[config.mk]
export PLATFORM = sky130hd
export DESIGN_NAME = alu_arbiter
export DESIGN_NICKNAME = d
export VERILOG_FILES = /design/src/rtl/alu_arbiter.sv
export SDC_FILE = /design/constraint.sdc
export NUM_CORES = 1
export LEC_CHECK = 0
export ABC_CLOCK_PERIOD_IN_PS = 2080
export CAP_MARGIN = 5
export CORE_ASPECT_RATIO = 2
export CORE_MARGIN = 1.5
export CORE_UTILIZATION = 39
export DETAILED_ROUTE_END_ITERATION = 12
export HOLD_SLACK_MARGIN = 0.03
export PLACE_DENSITY = 0.81
export SLEW_MARGIN = 10
export SYNTH_ARGS = -nofsm -noshare
export SYNTH_HDL_FRONTEND = slang
export SYNTH_SLANG_ARGS = --single-unit
[constraint.sdc]
create_clock -name clk -period 2.08 [get_ports clk]
set_input_delay 0.208 -clock clk [delete_from_list [all_inputs] [get_ports clk]]
set_output_delay 0.208 -clock clk [all_outputs]
set_load 0.05 [all_outputs]
[src/rtl/alu_arbiter.sv]
// Round-robin arbiter sharing one ALU among N_REQ requesters, with a tag pipeline that routes results back.
// Optional ALU_ARB_PRIO0_EN: requester 0 gets fixed absolute priority over the round-robin.
module alu_arbiter #(
  parameter int unsigned N_REQ   = 4,
  parameter int unsigned DATA_W  = 8,
  parameter int unsigned OP_W    = 3,
  parameter int unsigned ALU_LAT = 1
) (
  input  logic                    clk,
  input  logic                    reset,
  input  logic [N_REQ-1:0]        req_valid,
  output logic [N_REQ-1:0]        req_ready,
  input  logic [N_REQ*DATA_W-1:0] req_a,
  input  logic [N_REQ*DATA_W-1:0] req_b,
  input  logic [N_REQ*OP_W-1:0]   req_op,
  output logic [N_REQ-1:0]        rsp_valid,
  output logic [DATA_W-1:0]       rsp_y,
  output logic                    rsp_co,
  output logic [DATA_W-1:0]       alu_a_out,
  output logic [DATA_W-1:0]       alu_b_out,
  output logic [OP_W-1:0]         alu_op_out,
  input  logic [DATA_W-1:0]       alu_y_in,
  input  logic                    alu_co_in
);

  localparam int unsigned PTR_W = $clog2(N_REQ);
  // Stage 0 lines up with the registered ALU inputs; the remaining ALU_LAT stages track the ALU itself.
  localparam int unsigned TAG_D = ALU_LAT + 1;

  logic [PTR_W-1:0]  r_ptr;
  logic [DATA_W-1:0] r_alu_a;
  logic [DATA_W-1:0] r_alu_b;
  logic [OP_W-1:0]   r_alu_op;
  logic [TAG_D-1:0]  r_tag_v;
  logic [PTR_W-1:0]  r_tag_id [TAG_D];
  logic [N_REQ-1:0]  r_rsp_valid;
  logic [DATA_W-1:0] r_rsp_y;
  logic              r_rsp_co;

  logic              w_prio0;
  logic              w_gnt_any;
  logic              w_ptr_upd;
  logic [PTR_W-1:0]  w_gnt_id;
  logic [N_REQ-1:0]  w_gnt_oh;

  // (base + off) mod N_REQ, valid for base < N_REQ and off < N_REQ.
  function automatic logic [PTR_W-1:0] rr_idx(input logic [PTR_W-1:0] base, input int unsigned off);
    logic [PTR_W:0] s;
    s = {1'b0, base} + (PTR_W+1)'(off);
    if (s >= (PTR_W+1)'(N_REQ)) s = s - (PTR_W+1)'(N_REQ);
    return s[PTR_W-1:0];
  endfunction

`ifdef ALU_ARB_PRIO0_EN
  assign w_prio0 = req_valid[0];
`else
  assign w_prio0 = 1'b0;
`endif

  // First valid requester in round-robin order starting at r_ptr.
  always_comb begin
    w_gnt_any = 1'b0;
    w_ptr_upd = 1'b0;
    w_gnt_id  = '0;
    if (w_prio0) begin
      w_gnt_any = 1'b1;
    end else begin
      for (int unsigned k = 0; k < N_REQ; k++) begin
        if (!w_gnt_any && req_valid[rr_idx(r_ptr, k)]) begin
          w_gnt_any = 1'b1;
          w_ptr_upd = 1'b1;
          w_gnt_id  = rr_idx(r_ptr, k);
        end
      end
    end
  end

  assign w_gnt_oh  = w_gnt_any ? (N_REQ'(1) << w_gnt_id) : '0;
  assign req_ready = reset ? w_gnt_oh : '0;

  // Issue side: pointer, ALU operand registers and the tag shift register.
  always_ff @(posedge clk or negedge reset) begin
    if (!reset) begin
      r_ptr    <= '0;
      r_alu_a  <= '0;
      r_alu_b  <= '0;
      r_alu_op <= '0;
      r_tag_v  <= '0;
      for (int unsigned k = 0; k < TAG_D; k++) r_tag_id[k] <= '0;
    end else begin
      if (w_gnt_any) begin
        if (w_ptr_upd) r_ptr <= rr_idx(w_gnt_id, 1);
        r_alu_a  <= req_a[w_gnt_id*DATA_W +: DATA_W];
        r_alu_b  <= req_b[w_gnt_id*DATA_W +: DATA_W];
        r_alu_op <= req_op[w_gnt_id*OP_W +: OP_W];
      end
      r_tag_v     <= {r_tag_v[TAG_D-2:0], w_gnt_any};
      r_tag_id[0] <= w_gnt_id;
      for (int unsigned k = 1; k < TAG_D; k++) r_tag_id[k] <= r_tag_id[k-1];
    end
  end

  // Response side: capture the ALU result as its tag leaves the pipeline.
  always_ff @(posedge clk or negedge reset) begin
    if (!reset) begin
      r_rsp_valid <= '0;
      r_rsp_y     <= '0;
      r_rsp_co    <= 1'b0;
    end else begin
      r_rsp_valid <= r_tag_v[TAG_D-1] ? (N_REQ'(1) << r_tag_id[TAG_D-1]) : '0;
      if (r_tag_v[TAG_D-1]) begin
        r_rsp_y  <= alu_y_in;
        r_rsp_co <= alu_co_in;
      end
    end
  end

  assign alu_a_out  = r_alu_a;
  assign alu_b_out  = r_alu_b;
  assign alu_op_out = r_alu_op;
  assign rsp_valid  = r_rsp_valid;
  assign rsp_y      = r_rsp_y;
  assign rsp_co     = r_rsp_co;

endmodule

==> impl_metrics.py, run 1 <==
metrics = {
    "pwr": {
        "intPower_mw": 2.91,
        "clockPowerShare_pct": 19.0,
        "sequentialPowerShare_pct": 24.2,
        "p_comb_share_pct": 56.8,
        "irDropWorstVdd_v": 0.00119,
        "p_sw_share_pct": 42.4,
        "switchingPower_mw": 2.14,
        "total_leakage_power_nw": 1.60,
        "power_per_cell_area_nw_per_um2": 1290,
        "p_total_mw": 5.05,
    },
    "timing": {
        "timing_max_transition_violations_final": 0,
        "min_period_over_period_pct": 97.2,
        "timing.max_slew.rel_slack_pct": 63.4,
        "final.hold.worst_slack_ns": 0.344,
        "setup-tns-final_ns": 0,
        "worstMarginPinSlew_ns": 0.547,
        "final-setup-viol-count": 0,
        "min_period_ns": 2.02,
        "fin_worst_skew_ns": 0.00227,
        "clock.fmax_mhz": 494,
        "timing.final.hold_violations": 0,
    },
    "setup_path": {
        "timing_worst_setup_path_type": "reg -> out",
        "worst-r2r-cell-count": 7,
        "worst-endpoint-required_ns": 1.87,
        "regToRegSetupSlack_ns": 0.30,
        "critPathMaxFanout": 6,
        "regToRegStartpoint": "r_ptr[1]",
        "r2r_end": "alu_b_out[1]",
        "worst-endpoint-arrival_ns": 1.81,
        "capturing_element_type_of_the_critical_path": "output port",
        "startpoint_type": "flip-flop",
    },
    "cts": {
        "number_of_buffers_created_by_cts": 5,
        "cts.htree.levels": 2,
        "worstSkewPairLatency_ns": 0.27,
        "cts_tree": "yes",
        "root_buffer": "clkbuf_16",
        "clk_transition_reported_paths_ns": 0.05,
        "ctsLongestPathBuffers": 2,
        "tritoncts_num_sinks": 40,
    },
    "yosys": {
        "register_bit_total_from_synthesis": 40,
        "ranking_of_synthesized_cells_by_area": "dfrtp_1 43%, mux2i_1 8.2%, a221oi_2 6.5%",
        "netlist.top_cell.by_area": "dfrtp_1",
        "synth_top_area_share_pct": 43.2,
        "synth_edf_count": 0,
        "mapped_cells": 201,
        "yosys.cell_types.count": 38,
        "dominantRegCellSynth": "dfrtp_1",
        "synth-seq-area-share_pct": 43.2,
        "synth.cell_area_um2": 2310,
        "ys_async_sr_fraction_pct": 100,
        "syn-mean-instance-area_um2": 11.5,
        "postSynthNetCount": 292,
        "synth.yosys.warnings": 0,
    },
    "die": {
        "fp.dieArea_um2": 6430,
        "core.rowCount": 39,
        "io_pins": 127,
        "chipHeight_um": 112,
        "start_util_pct": 40.5,
        "floorplan.core_area_um2": 5710,
        "floorplan.die.width_um": 57.5,
    },
    "cells_and_area": {
        "layout.cells.most_common_list": "120 x clkdlybuf4s50_1, 39 x dfrtp_1, 24 x nor2_1",
        "layout.cells.non_filler": 394,
        "multi_input_area_um2": 1200,
        "postLayoutCoreUtil_pct": 68.8,
        "nNetsFinal": 424,
        "layout_commonest_cell": "clkdlybuf4s50_1",
        "final_layout_size_suffix_gt1_share_pct": 20.7,
        "seq_area_um2": 1000,
        "num_antenna_cells": 0,
        "number_of_filler_instances_in_the_final_layout": 431,
        "syn2layout_area_growth_pct": 69.7,
    },
    "detailed_routing": {
        "drt-wirelength-per-cell_um": 17.9,
        "drc_errors": 0,
        "vias": 2132,
        "totalWireLength_mm": 7.05,
        "antenna_violation_net_count_after_detailed_routing": 0,
        "detailedRoute.firstIterationViolations": 49,
        "detailedRoute.firstPassIterationCount": 4,
        "vias_per_cell": 5.41,
    },
    "place": {
        "placed_cells": 382,
        "globalplace.congestion": 0.764,
        "place.detailed.hpwl_mm": 5.32,
        "placement.io_buffers": 126,
    },
    "global_routing": {
        "global_route.overflow_total": 0,
        "grt_start_max_net_pins": 39,
        "first_global_vias": 2219,
        "grt_first_pass_wirelength_mm": 10.9,
        "total_global_routing_track_utilization_pct": 21.8,
        "antenna_violations_before_repair": 0,
    },
    "job": {
        "number_of_violations_of_the_max_capacitance_limit": 0,
    },
    "run_status": {
        "outcome": "finished, final reports clean",
    },
    "min_path": {
        "min_delay_worst_type": "in -> async",
    },
}
## logic make-up after synthesis
family,share of synthesized area [%]
DFF,43.2
AOI/OAI and AO/OA,22.8
muxes,12.6
and+or+nand+nor,15.1
buffers and inverters,6.27
## registers in the layout (all words and copies together), names as in the netlist
signal / flops
alu_b_out: 8
r_tag_v: 2
r_tag_id: 4
rsp_y: 8
r_ptr: 2
rsp_co: 1
alu_a_out: 8
alu_op_out: 3
rsp_valid: 4
## metal layers
metal | routed length (µm) | part of all wire (%) | track usage (%) | vias up
met3 | 257 | 3.6 | 2.67 | 15
li1 | - | - | - | 1004
met2 | 4280 | 61 | 42.5 | 69
met1 | 2290 | 32 | 21.3 | 1044
met5 | 0 | 0 | 0 | -
met4 | 227 | 3.2 | 10.4 | 0
## worst max-delay path: stages (launching register included)
cell and delay [ns]:
dfrtp_2 0.45, nand2b_4 0.16, a21o_4 0.23, nand3_4 0.09
clkinvlp_4 0.17, nor3b_4 0.27, buf_12 0.16
## worst max-delay path by stage
stage | start | depth (start not counted) | slack [ns] | end
3_5_place_dp | req_valid[0] | 7 | 0.004 | req_ready[0]
5_1_grt | r_ptr[0] | 6 | -0.03 | req_ready[2]
4_1_cts | r_ptr[1] | 6 | 0.02 | req_ready[0]
3_3_place_gp | req_valid[0] | 7 | 0.05 | req_ready[0]
6_report | r_ptr[1] | 6 | 0.06 | req_ready[2]
2_1_floorplan | r_ptr[1] | 8 | -0.09 | req_ready[0]
## cells in the mapped netlist (all sizes together), types with 2 or more instances
master  number
a21oi        5
nor2        25
nor3b        2
mux2i       19
mux2         9
nand2        4
nand3        3
and3         2
dfrtp       40
o21ai        3
and2        20
a221oi      19
nand2b       2
inv          3
nor3         2
buf         10
a21o         2
a211oi      19
clkbuf       6
## stage by stage
step / area (µm²) / setup WS (ns)
floorplan: 2330 / -0.0877
global placement: 3680 / 0.0512
detailed placement: 3680 / 0.00416
CTS: 3880 / 0.0188
global route: 3930 / -0.0340
finish: 3930 / 0.0577
## power groups by stage
stage / clock network, mW / registers [mW] / logic (mW)
after floorplan: 0 / 1.99 / 1.11
after global placement: 0 / 1.23 / 2.76
after detailed placement: 0 / 1.24 / 2.78
after CTS: 0.974 / 1.23 / 2.79
after global routing: 1.01 / 1.26 / 3.01
final: 0.961 / 1.22 / 2.87
## what timing repair did
action                     in CTS  in global routing
pin swaps                       0                  3
setup endpoints to repair       3                  2
hold buffers                    1                  0
resized for setup               2                  5
hold endpoints to repair        2                  0
buffers inserted                0                  4
## final cells by class
cell class	instances	area share, %
clock buffer	5	3.18
clock inverter	2	1.53
inverter	3	0.382
multi-input combinational	142	30.7
sequential	40	25.5
tap	61	1.94
timing repair buffer	141	36.8
Note: power is estimated with default switching activity, not from simulation.
==> run 2: changes to the inputs <==
PLACE_DENSITY = 0.85   (was 0.81)
SLEW_MARGIN = 40   (was 10)
==> impl_metrics.py, run 2 (synthesis gave the netlist of run 1 again) <==
metrics = {
    "pwr": {
        "power_per_cell_area_nw_per_um2": 1270,
        "p_total_mw": 4.96,
        "total_leakage_power_nw": 1.61,
        "irDropWorstVdd_v": 0.00110,
    },
    "timing": {
        "min_period_ns": 2.03,
        "timing.max_slew.rel_slack_pct": 63.9,
        "timing.final.hold_violations": 0,
        "clock.fmax_mhz": 493,
        "worstMarginPinSlew_ns": 0.540,
        "timing_max_transition_violations_final": 0,
        "min_period_over_period_pct": 97.5,
        "fin_worst_skew_ns": 0.00274,
        "final-setup-viol-count": 0,
        "final.hold.worst_slack_ns": 0.298,
        "setup-tns-final_ns": 0,
    },
    "detailed_routing": {
        "drt-wirelength-per-cell_um": 17.9,
        "antenna_violation_net_count_after_detailed_routing": 0,
        "detailedRoute.firstIterationViolations": 45,
        "drc_errors": 0,
        "totalWireLength_mm": 7.10,
        "vias": 2144,
        "vias_per_cell": 5.40,
        "detailedRoute.firstPassIterationCount": 4,
    },
    "job": {
        "number_of_violations_of_the_max_capacitance_limit": 0,
    },
    "global_routing": {
        "grt_first_pass_wirelength_mm": 11.1,
        "global_route.overflow_total": 0,
        "first_global_vias": 2293,
        "antenna_violations_before_repair": 0,
        "total_global_routing_track_utilization_pct": 22.3,
        "grt_start_max_net_pins": 40,
    },
    "place": {
        "place.detailed.hpwl_mm": 5.39,
        "placed_cells": 382,
        "placement.io_buffers": 126,
        "globalplace.congestion": 0.862,
    },
    "cts": {
        "root_buffer": "clkbuf_16",
        "worstSkewPairLatency_ns": 0.28,
        "cts_tree": "yes",
        "number_of_buffers_created_by_cts": 5,
        "tritoncts_num_sinks": 40,
        "clk_transition_reported_paths_ns": 0.06,
        "cts.htree.levels": 2,
        "ctsLongestPathBuffers": 2,
    },
    "cells_and_area": {
        "postLayoutCoreUtil_pct": 68.3,
        "num_antenna_cells": 0,
        "syn2layout_area_growth_pct": 68.5,
        "multi_input_area_um2": 1200,
        "layout.cells.non_filler": 397,
        "layout.cells.most_common_list": "118 x clkdlybuf4s50_1, 38 x dfrtp_1, 24 x nor2_1",
        "number_of_filler_instances_in_the_final_layout": 427,
        "nNetsFinal": 426,
        "layout_commonest_cell": "clkdlybuf4s50_1",
        "seq_area_um2": 1000,
        "final_layout_size_suffix_gt1_share_pct": 21.4,
    },
    "setup_path": {
        "worst-endpoint-required_ns": 1.87,
        "capturing_element_type_of_the_critical_path": "output port",
        "startpoint": "r_ptr[1]",
        "regToRegStartpoint": "r_ptr[1]",
        "timing_worst_setup_path_type": "reg -> out",
        "startpoint_type": "flip-flop",
        "worst-endpoint-arrival_ns": 1.82,
        "critPathMaxFanout": 6,
        "regToRegSetupSlack_ns": 0.26,
    },
    "die": {
        "chipHeight_um": 112,
        "start_util_pct": 40.5,
        "io_pins": 127,
        "floorplan.die.width_um": 57.5,
        "core.rowCount": 39,
        "fp.dieArea_um2": 6430,
        "floorplan.core_area_um2": 5710,
    },
    "min_path": {
        "min_delay_worst_type": "in -> async",
    },
    "run_status": {
        "outcome": "finished, final reports clean",
    },
}
==> run 2: changes by cell type in the layout (fill, tap and decap cells not counted), sizes merged <==
cell and change:
buf +2, bufinv -1, clkbuf +1, clkdlybuf4s50 -2, clkinv +1, dlygate4sd2 -1, dlymetal6s2s +3
==> run 2: final cells by class <==
| cell class | count | area share (%) |
|---|---|---|
| multi-input combinational | 142 | 30.7 |
| clock inverter | 2 | 0.898 |
| inverter | 3 | 0.385 |
| clock buffer | 6 | 3.30 |
| timing repair buffer | 143 | 37.0 |
| tap | 61 | 1.96 |
| sequential | 40 | 25.7 |
==> run 2: critical path, stage by stage, from the launching register on <==
cell and delay [ns]:
dfrtp_2 0.45, nand2b_1 0.16, a21o_1 0.21, nand3_4 0.13, clkinvlp_4 0.17, nor3b_4 0.26, buf_12 0.16
==> run 2: through the flow <==
| stage | worst slack [ns] | cell area, µm² |
|---|---|---|
| 2_1_floorplan | -0.0877 | 2330 |
| 3_3_place_gp | 0.0336 | 3660 |
| 3_5_place_dp | -0.00104 | 3660 |
| 4_1_cts | 0.0214 | 3830 |
| 5_1_grt | -0.0931 | 3900 |
| 6_report | 0.0515 | 3900 |
==> run 2: worst paths after layout <==
check	depth (start not counted)	endpoint
min in group clk	0	r_tag_v[1]
setup reg to reg	8	alu_a_out[5]
max in group asynchronous	3	r_ptr[0]
hold / removal	2	r_ptr[1]
setup / recovery	6	req_ready[2]
hold reg to reg	0	r_tag_v[1]
==> run 2: routing by layer <==
layer | GRT usage (%) | share of wire (%) | vias to the layer above
li1 | - | - | 1009
met1 | 23.2 | 34 | 1041
met2 | 41.8 | 59 | 77
met3 | 3.25 | 4.4 | 17
met4 | 10.4 | 2.7 | 0
met5 | 0 | 0 | -
==> run 2: power breakdown <==
part / internal, mW / total [mW] / switching [mW]
Clock: 0.564 / 0.854 / 0.291
Sequential: 1.05 / 1.22 / 0.171
Combinational: 1.17 / 2.88 / 1.71
Total: 2.78 / 4.96 / 2.17
==> run 2: timing repair <==
| action | CTS | global route |
|---|---|---|
| endpoints found under the hold margin | 1 | 0 |
| gates cloned | 0 | 0 |
| hold buffers | 1 | 0 |
| pin swaps | 0 | 5 |
| buffers inserted | 0 | 6 |
| endpoints found under the setup margin | 3 | 4 |
| gates resized for setup | 1 | 8 |
